`src/rtl/pdp1_mem_pkg.sv`:
```
// Shared widths and types for the PDP-1 main-memory arbiter.
package pdp1_mem_pkg;

    localparam int PDP1_ADDR_W = 12;
    localparam int PDP1_WORD_W = 18;

    typedef enum logic {
        MASTER_CPU = 1'b0,
        MASTER_SEC = 1'b1
    } pdp1_master_t;

    typedef enum logic [1:0] {
        CPU_PRI    = 2'd0,
        SEC_FORCED = 2'd1,
        SEC_LOCKED = 2'd2
    } pdp1_arb_state_t;

    // Tag riding alongside a read until its data appears on ram_q.
    typedef struct packed {
        logic         valid;
        pdp1_master_t master;
    } pdp1_rd_tag_t;

endpackage

```
`src/rtl/pdp1_mem_arbiter.sv`:
```
// Two-master arbiter for RAM port A: CPU priority with starvation relief for the secondary master.
// Optional burst lock for the secondary master is enabled by defining PDP1_ARB_LOCK_EN.
module pdp1_mem_arbiter
    import pdp1_mem_pkg::*;
#(
    parameter int STARVE_LIMIT = 4
) (
    input  logic                   clock,
    input  logic                   reset,

    input  logic                   cpu_req,
    input  logic                   cpu_we,
    input  logic [PDP1_ADDR_W-1:0] cpu_addr,
    input  logic [PDP1_WORD_W-1:0] cpu_wdata,
    output logic                   cpu_gnt,
    output logic                   cpu_rvalid,

    input  logic                   sec_req,
    input  logic                   sec_we,
    input  logic [PDP1_ADDR_W-1:0] sec_addr,
    input  logic [PDP1_WORD_W-1:0] sec_wdata,
    input  logic                   sec_lock,
    output logic                   sec_gnt,
    output logic                   sec_rvalid,

    output logic [PDP1_WORD_W-1:0] rdata,

    output logic [PDP1_ADDR_W-1:0] ram_address,
    output logic [PDP1_WORD_W-1:0] ram_data,
    output logic                   ram_wren,
    input  logic [PDP1_WORD_W-1:0] ram_q
);

    localparam int               CNT_W   = $clog2(STARVE_LIMIT + 1);
    localparam logic [CNT_W-1:0] CNT_MAX = CNT_W'(STARVE_LIMIT);
    localparam logic [CNT_W-1:0] CNT_ONE = CNT_W'(1);

    pdp1_arb_state_t  state;
    pdp1_arb_state_t  state_next;
    logic [CNT_W-1:0] starve_cnt;
    logic [CNT_W-1:0] starve_cnt_next;
    logic             cpu_acc;
    logic             sec_acc;
    pdp1_rd_tag_t     tag_s1;
    pdp1_rd_tag_t     tag_s2;

    // Grants are combinational so a requester can transfer in the same cycle it asks.
    always_comb begin
        cpu_gnt = 1'b0;
        sec_gnt = 1'b0;
        if (!reset) begin
            case (state)
                CPU_PRI: begin
                    cpu_gnt = cpu_req;
                    sec_gnt = sec_req & ~cpu_req;
                end
                SEC_FORCED: begin
                    sec_gnt = sec_req;
                    cpu_gnt = cpu_req & ~sec_req;
                end
                SEC_LOCKED: begin
                    sec_gnt = sec_req;
                end
                default: begin
                    cpu_gnt = 1'b0;
                    sec_gnt = 1'b0;
                end
            endcase
        end
    end

    // The lock exit path is always built; without the lock option it is simply never entered.
    always_comb begin
        state_next      = state;
        starve_cnt_next = starve_cnt;
        case (state)
            SEC_LOCKED: begin
                starve_cnt_next = '0;
                if (!sec_lock) begin
                    state_next = CPU_PRI;
                end
            end
            default: begin
                if (sec_gnt || !sec_req) begin
                    starve_cnt_next = '0;
                end else if (cpu_gnt && (starve_cnt != CNT_MAX)) begin
                    starve_cnt_next = starve_cnt + CNT_ONE;
                end
                if (sec_gnt) begin
                    state_next = CPU_PRI;
                end else if (starve_cnt_next == CNT_MAX) begin
                    state_next = SEC_FORCED;
                end
`ifdef PDP1_ARB_LOCK_EN
                if (sec_gnt && sec_lock) begin
                    state_next = SEC_LOCKED;
                end
`endif
            end
        endcase
    end

    always_ff @(posedge clock) begin
        if (reset) begin
            state      <= CPU_PRI;
            starve_cnt <= '0;
        end else begin
            state      <= state_next;
            starve_cnt <= starve_cnt_next;
        end
    end

    assign cpu_acc = cpu_req & cpu_gnt;
    assign sec_acc = sec_req & sec_gnt;

    // Address and data hold their last value between accesses; only wren returns to 0.
    always_ff @(posedge clock) begin
        if (reset) begin
            ram_address <= '0;
            ram_data    <= '0;
            ram_wren    <= 1'b0;
            tag_s1      <= '0;
            tag_s2      <= '0;
        end else begin
            ram_wren <= 1'b0;
            if (sec_acc) begin
                ram_address <= sec_addr;
                ram_data    <= sec_wdata;
                ram_wren    <= sec_we;
            end else if (cpu_acc) begin
                ram_address <= cpu_addr;
                ram_data    <= cpu_wdata;
                ram_wren    <= cpu_we;
            end
            tag_s1.valid  <= (cpu_acc & ~cpu_we) | (sec_acc & ~sec_we);
            tag_s1.master <= sec_acc ? MASTER_SEC : MASTER_CPU;
            tag_s2        <= tag_s1;
        end
    end

    assign cpu_rvalid = tag_s2.valid & (tag_s2.master == MASTER_CPU);
    assign sec_rvalid = tag_s2.valid & (tag_s2.master == MASTER_SEC);
    assign rdata      = ram_q;

endmodule

```
`config.mk`:
```
export PLATFORM = sky130hd
export DESIGN_NAME = pdp1_mem_arbiter
export DESIGN_NICKNAME = d
export VERILOG_FILES = /design/src/rtl/pdp1_mem_pkg.sv /design/src/rtl/pdp1_mem_arbiter.sv
export SDC_FILE = /design/constraint.sdc
export NUM_CORES = 1
export LEC_CHECK = 0
export CORE_ASPECT_RATIO = 2
export CORE_MARGIN = 3
export CORE_UTILIZATION = 34
export DETAILED_ROUTE_END_ITERATION = 10
export HOLD_SLACK_MARGIN = 0.12
export PLACE_DENSITY_LB_ADDON = 0.25
export SLEW_MARGIN = 20
export SYNTH_ARGS = -nofsm -noshare
export SYNTH_HDL_FRONTEND = slang
export SYNTH_SLANG_ARGS = --single-unit
```
`constraint.sdc`:
```
create_clock -name clock -period 2 [get_ports clock]
set_clock_uncertainty 0.2 [all_clocks]
set_input_delay 0.5 -clock clock [delete_from_list [all_inputs] [get_ports clock]]
set_output_delay 0.5 -clock clock [all_outputs]
set_load 0.02 [all_outputs]
```
; ---- Yosys cells after proc, flatten, opt, wreduce, memory -nomap -nowiden
; Index checks and enable logic that the tools add are counted.
[word_totals]
wordCells = 56
register_bits = 40
in_bits = 85
[classes]
n_bitwise = 14
reduce_logical = 9
n_addsub = 1
eq_ne = 5
muxes = 18
[ops]
columns = op, n
row1 = $mux W18, 2
row2 = $mux W12, 2
row3 = $mux W3, 3
row4 = $and A1 B1 Y1, 8
row5 = $mux W2, 4
row6 = $mux W1, 5
row7 = $not A1 Y1, 5
row8 = $pmux W1 S2, 2
row9 = $reduce_or A2 Y1, 2
row10 = $add A3 B1 Y3 const B, 1
row11 = $eq A3 B3 Y1 const B, 1
row12 = $ne A3 B3 Y1 const B, 1
row13 = $reduce_bool A3 Y1, 1
row14 = $eq A2 B1 Y1 const B, 1
row15 = $eq A2 B2 Y1 const B, 1
row16 = $logic_not A2 Y1, 1
row17 = $ne A2 B2 Y1 const B, 1
row18 = $reduce_and A2 Y1, 1
row19 = $reduce_bool A2 Y1, 1
row20 = $logic_and A1 B1 Y1, 1
row21 = $logic_not A1 Y1, 1
row22 = $logic_or A1 B1 Y1, 1
row23 = $or A1 B1 Y1, 1

; ---- Longest topological paths before layout
; Gate-level depths: netlist (run 1).
[depth]
word_depth = 12
ltp_mapped = 5

; ---- Least setup slack after synthesis (run 1)
; OpenSTA, ideal clock, no wires.
[synth_path]
kind = input-to-output
from = input reset
to = output cpu_gnt
setup_slack_ns = 0.158
arrival_time_ns = 1.142
stages = 3
path_buffers = 1
cell_sequence = buf_6 > nand2b_1 > nor2_1
[synth_between]
elab_chain_cells = 1
[synth_lines]
columns = item, line
row1 = start: declaration, pdp1_mem_arbiter.sv:9  ; input logic reset,
row2 = $mux W1, pdp1_mem_arbiter.sv:51  ; if (!reset) begin
row3 = end: declaration, pdp1_mem_arbiter.sv:15  ; output logic cpu_gnt,
; Every way passes these cells.

; ---- Final worst setup path (run 1)
[layout_path]
from = register ram_data[5]
to = output ram_data[5]
[layout_lines]
columns = item, line
row1 = start: declaration, pdp1_mem_arbiter.sv:29  ; output logic [PDP1_WORD_W-1:0] ram_data,
row2 = start signal: assignment, pdp1_mem_arbiter.sv:128  ; ram_data <= sec_wdata;
row3 = start signal: assignment, pdp1_mem_arbiter.sv:132  ; ram_data <= cpu_wdata;
; No word-level cell between the ends.

==> qor.csv, run 1 <==
metric;value;unit
slowest cell delay on critical path;640;ps
RSZ-0062 raised after global routing;false;
mean post-synth cell area;9.00;um^2
Slew Limit Headroom;76.9;%
Die Wd;58.2;um
slowest CP cell;clkdlybuf4s50_1;
Finished Cell Area;2960;um^2
Final Hold Viols;0;
layout filler cell count;502;
fin nets;379;
max cap viols;0;
Die Y;110;um
clk root buf;clkbuf_8;
CP cell instances;clkdlybuf4s50_1;
slew at the pin with the worst max-slew slack;347;ps
CTS buffer count;5;
ANT cells;0;
reg2reg path depth;5;
die area;6430;um^2
Pint;1.38;mW
clk sink count;39;
aggregate global routing overflow;0;
Yosys cell types;28;
Top Ports;138;
critical path required time;1300;ps
DRC Markers;0;
routability cong.;0.730;
Clk pwr share;31.2;%
Post-Route WL;6070;um
Power Total;1.84;mW
status;finished, final reports clean;
clk_lat worst skew;280;ps
synthesized instance count;206;
Area growth syn-to-layout;59.7;%
Arr. time, crit path;1260;ps
clock slew at reported path FFs;80;ps
combinational power share;23.3;%
Starting Density;35.4;%
leak pwr;1.06;nW
Multi-input gate area;831;um^2
CTS Buffer Depth;2;
placed instance area;2860;um^2
H-Tree Depth;2;
post-route ant nets;0;
Peak VDD IR;0.414;mV
vias per cell;5.58;
CP Buf/Inv Count;1;
WHS Path Cells;1;
final worst-path cycle share;97.9;%
crit path max fanout;2;
CP Launch Type;register;
share of cells above drive strength 1;10.6;%
Slew Viols, Final;0;
worst hold path type;register to register;
Switch Pwr;465;uW
row count;37;
vias;1957;
Pre-Repair DR Iteration Count;4;
first-pass GRT wire length;9670;um
setup bufs post-CTS;0;
switching share of power;25.2;%
Setup TNS;0;ps
Worst path top cell family by delay;buffers and inverters;
Flop pwr share;45.4;%
top post-synthesis cells by area;dfxtp_1 42%, a32oi_1 14%, buf_4 8.9%;
largest net degree at the start of global routing;34;
Crit path depth;1;
synthesized area;1850;um^2
CTS tree;done;
cell taking the most area after synthesis;dfxtp_1;
Seq/Total Area, Yosys;42.1;%
Port Buffers;100;
critical path endpoint category;output pin;
Achievable Freq;511;MHz
#FFs+latches synth;39;
Setup-failing EPs final;0;
GRT Util Overall;19.1;%
dpl hpwl;4410;um
Mapped Nets;293;
Setup Crit Path Kind;register to output pin;
post-synth top area share;42.1;%
Power Density;622;nW/um^2
sequential cell area;781;um^2
initial drt markers;53;
Final min period;1960;ps
Std-Cell Core Area;5230;um^2
antenna violations before repair;0;
Yosys warnings;0;
vias in the first global route;1975;
WL/cell;17.3;um
[power groups by stage]
stage | logic [mW] | clock network [mW] | registers (mW)
floorplan | 0.175 | 0 | 0.901
global placement | 0.429 | 0 | 0.854
detailed placement | 0.432 | 0 | 0.855
CTS | 0.431 | 0.600 | 0.837
global route | 0.455 | 0.624 | 0.842
finish | 0.430 | 0.576 | 0.837
[per-stage QoR]
| stage | util, % | worst slack, ps | hold WS (ps) | cells |
|---|---|---|---|---|
| 6_report | 56.6 | 42.4 | 244 | 351 |
| 5_1_grt | 56.6 | 6.27 | 263 | 351 |
| 4_1_cts | 56.4 | 31.9 | 253 | 351 |
| 3_5_place_dp | 54.7 | -607 | 229 | 343 |
| 3_3_place_gp | 54.7 | -609 | 233 | 343 |
| 2_1_floorplan | - | 158 | 214 | 206 |
[registers in the layout, indices dropped and copies added (netlist names)]
register / flops
tag_s2: 2
tag_s1: 2
ram_address: 12
ram_wren: 1
ram_data: 18
state: 1
starve_cnt: 3
[Yosys cell counts, drive strengths merged]
cell type,n
nand2b,3
nand4bb,1
nand2,3
nor2b,4
a32oi,30
o31ai,2
nor3,1
nand3,30
and2b,2
inv,4
and3b,1
o32ai,1
dfxtp,39
a21oi,32
nand4,3
ha,2
a41oi,1
buf,26
o311ai,1
and2,3
clkbuf,12
nor2,2
o32a,1
a22o,1
o21bai,1
[worst paths after layout]
path	startpoint	endpoint	slack, ps
setup / recovery	ram_data[5]	ram_data[5]	40
hold / removal	tag_s1[0]	tag_s2[0]	240
setup reg to reg	starve_cnt[0]	state[0]	340
hold reg to reg	tag_s1[0]	tag_s2[0]	240
[cells by family after synthesis]
| kind of cell | count (synthesis) | share of synthesized area, % |
|---|---|---|
| simple gates | 53 | 16.5 |
| fa+ha+maj | 2 | 1.35 |
| flops | 39 | 42.1 |
| buf+inv | 42 | 13.6 |
| compound gates | 70 | 26.5 |
[metal layers]
metal  track usage, %  routed length (um)  share of wire [%]  up-vias
li1                 -                   -                  -      936
met1             19.8                2140                 35      939
met2             36.3                3510                 58       69
met3             3.16                 275                4.5       13
met4             6.66                 146                2.4        0
met5                0                   0                  0        -
[timing repair]
action                                  CTS  global route
endpoints found under the hold margin     0             0
pin swaps                                 1             0
gates resized for setup                  16             3
endpoints found under the setup margin   15             1
cloned                                    0             0
hold buffers                              0             0
[area by class of cell]
class	instances	area share (%)
Clock buffer	8	3.38
Inverter	4	0.507
Multi-Input combinational cell	125	28.1
Sequential cell	39	26.4
Tap cell	58	2.45
Timing Repair Buffer	117	39.2
[cells in the final DEF, fill, tap and decap left out, drive strengths merged, types with 3 or more instances in the layout]
cell / instances
a21oi: 32
a32oi: 30
and2: 3
buf: 19
clkbuf: 8
clkdlybuf4s50: 93
dfxtp: 39
dlygate4sd2: 5
inv: 4
nand2: 3
nand2b: 3
nand3: 30
nand4: 3
nor2b: 4
(Power assumes the default switching activity.)
==> run 2: changes to the inputs <==
--- a/config.mk
+++ b/config.mk
@@ -10,7 +10,7 @@
 export CORE_UTILIZATION = 34
 export DETAILED_ROUTE_END_ITERATION = 10
 export HOLD_SLACK_MARGIN = 0.12
-export PLACE_DENSITY_LB_ADDON = 0.25
+export PLACE_DENSITY = 0.8
 export SLEW_MARGIN = 20
 export SYNTH_ARGS = -nofsm -noshare
 export SYNTH_HDL_FRONTEND = slang
==> run 2 against run 1 <==
Effect of this change: sequential power about the same; power up 5.7%; via count up 0.92%; first-iteration DRC count up 57%; register-to-register slack better by 30 ps; critical path depth unchanged; final cell count up 0.28%; non-clock buffer count up 1; worst hold slack better by 2.2 ps; flip-flop and latch count unchanged; final area up 0.21%; global-route usage up 0.51 points.
==> qor.csv, run 2 (synthesized netlist as in run 1, its figures left out) <==
metric;value;unit;change
most frequent cells in the layout;89 x clkdlybuf4s50_1, 39 x dfxtp_1, 32 x a21oi_1, 30 x nand3_1, 30 x a32oi_1;;was 93 x clkdlybuf4s50_1, 39 x dfxtp_1, 32 x a21oi_1, 30 x nand3_1, 30 x a32oi_1
Largest register FFs;18;;unchanged
switching share of power;25.1;%;was 25.2%
CTS tree;done;;unchanged
Arr. time, crit path;1270;ps;was 1260 ps
aggregate global routing overflow;0;;unchanged
Flop pwr share;43.1;%;was 45.4%
initial drt markers;83;;was 53
H-Tree Depth;2;;unchanged
Slew Limit Headroom;76.9;%;about the same
Std-Cell Core Area;5230;um^2;unchanged
Largest Register;ram_data;;unchanged
CTS Buffer Depth;2;;unchanged
reg2reg path depth;5;;unchanged
antenna violations before repair;0;;unchanged
Achievable Freq;508;MHz;was 511 MHz
CTS Hold Buffers Added;0;;unchanged
combinational power share;21.6;%;was 23.3%
first-pass GRT wire length;9810;um;was 9670 um
Starting Density;35.4;%;unchanged
Pre-Repair DR Iteration Count;4;;unchanged
row count;37;;unchanged
WHS Path Cells;1;;unchanged
max cap viols;0;;unchanged
leak pwr;1.14;nW;was 1.06 nW
slew at the pin with the worst max-slew slack;347;ps;about the same
clk_lat worst skew;290;ps;was 280 ps
GRT Util Overall;19.6;%;was 19.1%
layout filler cell count;500;;was 502
Die Wd;58.2;um;unchanged
Peak VDD IR;0.443;mV;was 0.414 mV
Post-Route Utilization;56.7;%;was 56.6%
post-route ant nets;0;;unchanged
crit path max fanout;2;;unchanged
Post-Route WL;6280;um;was 6070 um
placed instance area;2840;um^2;was 2860 um^2
Crit path depth;1;;unchanged
vias;1975;;was 1,957
slowest CP cell;clkdlybuf4s50_1;;unchanged
die area;6430;um^2;unchanged
Area growth syn-to-layout;60.1;%;was 59.7%
Die Y;110;um;unchanged
largest net degree at the start of global routing;31;;was 34
DRC Markers;0;;unchanged
CP cell instances;clkdlybuf4s50_1;;unchanged
CP Launch Type;register;;unchanged
dpl hpwl;4560;um;was 4410 um
Power Density;656;nW/um^2;was 622 nW/um^2
CP Buf/Inv Count;1;;unchanged
Finished Cell Area;2970;um^2;was 2960 um^2
Top Ports;138;;unchanged
clk root buf;clkbuf_8;;unchanged
critical path required time;1300;ps;about the same
CTS buffer count;5;;unchanged
Pint;1.46;mW;was 1.38 mW
Clk pwr share;35.3;%;was 31.2%
slowest cell delay on critical path;620;ps;was 640 ps
routability cong.;0.773;;was 0.730
Top Registers;ram_data: 18 flops, ram_address: 12 flops, starve_cnt: 3 flops;;unchanged
WL/cell;17.8;um;was 17.3 um
Post-Layout Cell Count;352;;was 351
Setup Crit Path Kind;register to output pin;;unchanged
Setup TNS;0;ps;unchanged
clock slew at reported path FFs;80;ps;about the same
Slew Viols, Final;0;;unchanged
vias in the first global route;2082;;was 1,975
final worst-path cycle share;98.4;%;was 97.9%
Port Buffers;100;;unchanged
critical path endpoint category;output pin;;unchanged
Switch Pwr;488;uW;was 465 uW
commonest non-fill, non-tap cell in the layout;clkdlybuf4s50_1;;unchanged
vias per cell;5.61;;was 5.58
Power Total;1.95;mW;was 1.84 mW
share of cells above drive strength 1;11.2;%;was 10.6%
status;finished, final reports clean;;unchanged
fin nets;380;;was 379
RSZ-0062 raised after global routing;false;;unchanged
Setup-failing EPs final;0;;unchanged
Final min period;1970;ps;was 1960 ps
Worst path top cell family by delay;buffers and inverters;;unchanged
Final Hold Viols;0;;unchanged
placed insts;344;;was 343
clk sink count;39;;unchanged
ANT cells;0;;unchanged
worst hold path type;register to register;;unchanged
[run 2: final timing paths]
kind,from,end,slack (ps)
hold / removal,tag_s1[1],tag_s2[1],250
setup reg to reg,starve_cnt[0],state[0],370
hold reg to reg,tag_s1[1],tag_s2[1],250
setup / recovery,ram_address[7],ram_address[7],30
[run 2: per-stage QoR]
step / hold slack (ps) / worst slack (ps)
floorplan: 214 / 158
global route: 258 / 0.802
CTS: 247 / 3.87
detailed placement: 230 / -624
global placement: 221 / -608
finish: 246 / 32.4
[run 2: routing by layer]
layer,global-route usage [%],vias up,wire [um]
met1,19.4,946,2130
met3,2.57,25,236
met4,10.8,0,236
met5,0,-,0
met2,36.8,70,3680
li1,-,934,-
[run 2: repair_timing]
item,4_1_cts,5_1_grt
resized for setup,18,4
setup endpoints to repair,4,4
hold endpoints to repair,0,0
buffers inserted,0,0
[run 2: layout make-up]
type	instances	area (um^2)	share of cell area [%]
Timing Repair Buffer	118	1150	38.8
Multi-Input combinational cell	125	831	28.0
Sequential cell	39	781	26.3
Clock buffer	6	82.6	2.78
Tap cell	58	72.6	2.45
Clock inverter	2	35.0	1.18
Inverter	4	15.0	0.506
[run 2: power groups by stage]
stage / clock, mW / combinational, mW / sequential [mW]
after global placement: 0 / 0.419 / 0.855
after floorplan: 0 / 0.175 / 0.901
after detailed placement: 0 / 0.424 / 0.856
after CTS: 0.706 / 0.423 / 0.839
final: 0.687 / 0.421 / 0.839
after global routing: 0.741 / 0.446 / 0.843
==> run 3: changes to the inputs <==
--- a/config.mk
+++ b/config.mk
@@ -6,11 +6,12 @@
 export NUM_CORES = 1
 export LEC_CHECK = 0
 export CORE_ASPECT_RATIO = 2
-export CORE_MARGIN = 3
+export CORE_MARGIN = 1.5
 export CORE_UTILIZATION = 34
 export DETAILED_ROUTE_END_ITERATION = 10
 export HOLD_SLACK_MARGIN = 0.12
 export PLACE_DENSITY = 0.8
+export SETUP_SLACK_MARGIN = 0.15
 export SLEW_MARGIN = 20
 export SYNTH_ARGS = -nofsm -noshare
 export SYNTH_HDL_FRONTEND = slang
==> run 3 against run 2 <==
Effect of this change: final cell count did not move; flip-flop and latch count did not move; sequential power is essentially flat; clock-buffer cell count unchanged; maximum frequency up 9.1%; power shrank 9.1%; wire length is 7.1% lower; utilization is 0.24 points lower; register-to-register slack better by 30 ps; via count fell by 1.6%; clock power down 23%; sequential share of layout area up 0.35 points.
==> qor.csv, run 3 (synthesized netlist as in run 1, its figures left out) <==
metric;value;unit;change
Clk pwr share;29.9;%;was 35.3%
die area;5930;um^2;was 6430 um^2
gr busiest metal;met2;;unchanged
leak pwr;1.20;nW;was 1.14 nW
vias;1944;;was 1,975
Slew Viols, Final;0;;unchanged
Worst path top cell family by delay;simple AND/OR/NAND/NOR gates;;was buffers and inverters
worst hold path type;register to register;;unchanged
clk_lat worst skew;280;ps;was 290 ps
Pint;1.31;mW;was 1.46 mW
commonest non-fill, non-tap cell in the layout;clkdlybuf4s50_1;;unchanged
met3 Resource Use GR;2.64;%;was 2.57%
WL/cell;16.6;um;was 17.8 um
CP Buf/Inv Count;3;;was 1
routability cong.;0.777;;was 0.773
clock slew at reported path FFs;70;ps;was 80 ps
hold path start;tag_s1[0];;was tag_s1[1]
Die Wd;55.2;um;was 58.2 um
dpl hpwl;4060;um;was 4560 um
clk sink count;39;;unchanged
Flop pwr share;47.3;%;was 43.1%
CP Launch Point;reset;;was ram_address[7]
CTS tree;done;;unchanged
combinational power share;22.8;%;was 21.6%
CTS buffer count;5;;unchanged
Slew Limit Headroom;77.6;%;was 76.9%
CP Launch Type;input port;;was register
Area growth syn-to-layout;58.0;%;was 60.1%
Final min period;1800;ps;was 1970 ps
fin nets;381;;was 380
GRT met1 Usage;21.2;%;was 19.4%
Port Buffers;100;;unchanged
switching share of power;26.0;%;was 25.1%
Die Y;107;um;was 110 um
first-pass GRT wire length;9450;um;was 9810 um
Setup TNS;0;ps;unchanged
initial drt markers;58;;was 83
largest net degree at the start of global routing;34;;was 31
Std-Cell Core Area;5180;um^2;was 5230 um^2
Switch Pwr;460;uW;was 488 uW
critical path endpoint category;output pin;;unchanged
ANT cells;0;;unchanged
Top Registers;ram_data: 18 flops, ram_address: 12 flops, starve_cnt: 3 flops;;unchanged
max cap viols;0;;unchanged
critical path required time;1300;ps;about the same
Final Hold Viols;0;;unchanged
most frequent cells in the layout;62 x clkdlybuf4s50_1, 39 x dfxtp_1, 33 x dlygate4sd2_1, 32 x a21oi_1;;was 89 x clkdlybuf4s50_1, 39 x dfxtp_1, 32 x a21oi_1, 30 x nand3_1, 30 x a32oi_1
slowest CP cell;and2b_1;;was clkdlybuf4s50_1
Achievable Freq;555;MHz;was 508 MHz
met2 GRT Util;37.7;%;was 36.8%
Arr. time, crit path;1100;ps;was 1270 ps
clk root buf;clkbuf_8;;unchanged
Setup-failing EPs final;0;;unchanged
Peak VDD IR;0.463;mV;was 0.443 mV
vias in the first global route;1979;;was 2,082
crit path max fanout;4;;was 2
Top Ports;138;;unchanged
status;finished, final reports clean;;unchanged
post-route ant nets;0;;unchanged
final worst-path cycle share;90.1;%;was 98.4%
Power Total;1.77;mW;was 1.95 mW
Post-Route WL;5840;um;was 6280 um
vias per cell;5.52;;was 5.61
H-Tree Depth;2;;unchanged
slew at the pin with the worst max-slew slack;336;ps;was 347 ps
Largest Register;ram_data;;unchanged
slowest cell delay on critical path;230;ps;was 620 ps
share of cells above drive strength 1;12.6;%;was 11.2%
Largest register FFs;18;;unchanged
Power Density;604;nW/um^2;was 656 nW/um^2
reg-to-reg startpoint;starve_cnt[0];;unchanged
Setup Crit Path Kind;input port to output pin;;was register to output pin
RSZ-0062 raised after global routing;false;;unchanged
row count;37;;unchanged
antenna violations before repair;0;;unchanged
Pre-Repair DR Iteration Count;4;;unchanged
GRT Util Overall;20.0;%;was 19.6%
CP cell instances;buf_2 -> and2b_1 -> nand2_2 -> inv_2 -> buf_6;;was clkdlybuf4s50_1
Starting Density;35.8;%;was 35.4%
DRC Markers;0;;unchanged
layout filler cell count;485;;was 500
aggregate global routing overflow;0;;unchanged
CTS Buffer Depth;2;;unchanged
[run 3: what timing repair did]
action | 4_1_cts | 5_1_grt
pin swaps | 2 | 1
gates resized for setup | 53 | 5
buffers inserted | 2 | 1
hold buffers | 0 | 0
setup endpoints to repair | 68 | 2
[run 3: path summary, 6_finish.rpt]
| kind | end | slack [ps] | cells past startpoint |
|---|---|---|---|
| max | sec_gnt | 200 | 5 |
| min | tag_s2[0] | 250 | 1 |
| max reg2reg | state[0] | 400 | 5 |
| min reg2reg | tag_s2[0] | 250 | 1 |
[run 3: worst register-to-register path: cells and delay by family (launching register included)]
| family | cells | cell delay [ps] |
|---|---|---|
| compound gates | 2 | 380 |
| fa+ha+maj | 1 | 230 |
| buf+inv | 1 | 90 |
| flops | 1 | 380 |
| simple gates | 1 | 200 |
[run 3: area by class of cell]
class | count | area, um^2 | area share, %
multi-input combinational | 125 | 833 | 28.4
tap | 58 | 72.6 | 2.48
timing repair buffer | 119 | 1140 | 38.9
clock inverter | 1 | 5.00 | 0.171
clock buffer | 6 | 82.6 | 2.82
inverter | 4 | 15.0 | 0.513
sequential | 39 | 781 | 26.7
[run 3: power by group through the flow]
| stage | Sequential [mW] | Combinational [mW] | Clock, mW |
|---|---|---|---|
| after global routing | 0.841 | 0.435 | 0.594 |
| after global placement | 0.854 | 0.424 | 0 |
| after detailed placement | 0.855 | 0.430 | 0 |
| after floorplan | 0.901 | 0.175 | 0 |
| final | 0.837 | 0.404 | 0.530 |
| after CTS | 0.837 | 0.405 | 0.549 |
[run 3: layer usage]
metal	wire length (um)	vias up
met5	0	-
met4	167	0
met3	277	14
met2	3330	71
met1	2060	923
li1	-	936
[run 3: through the flow]
stage                     util [%]  area (um^2)  cells  worst slack (ps)  hold slack, ps
after floorplan                  -         1850    206               158             214
after global placement        55.3         2870    342              -621             222
after detailed placement      55.3         2870    342              -640             237
after CTS                     56.4         2920    351              90.5             256
after global routing          56.5         2930    352               147             268
final                         56.5         2930    352               197             248
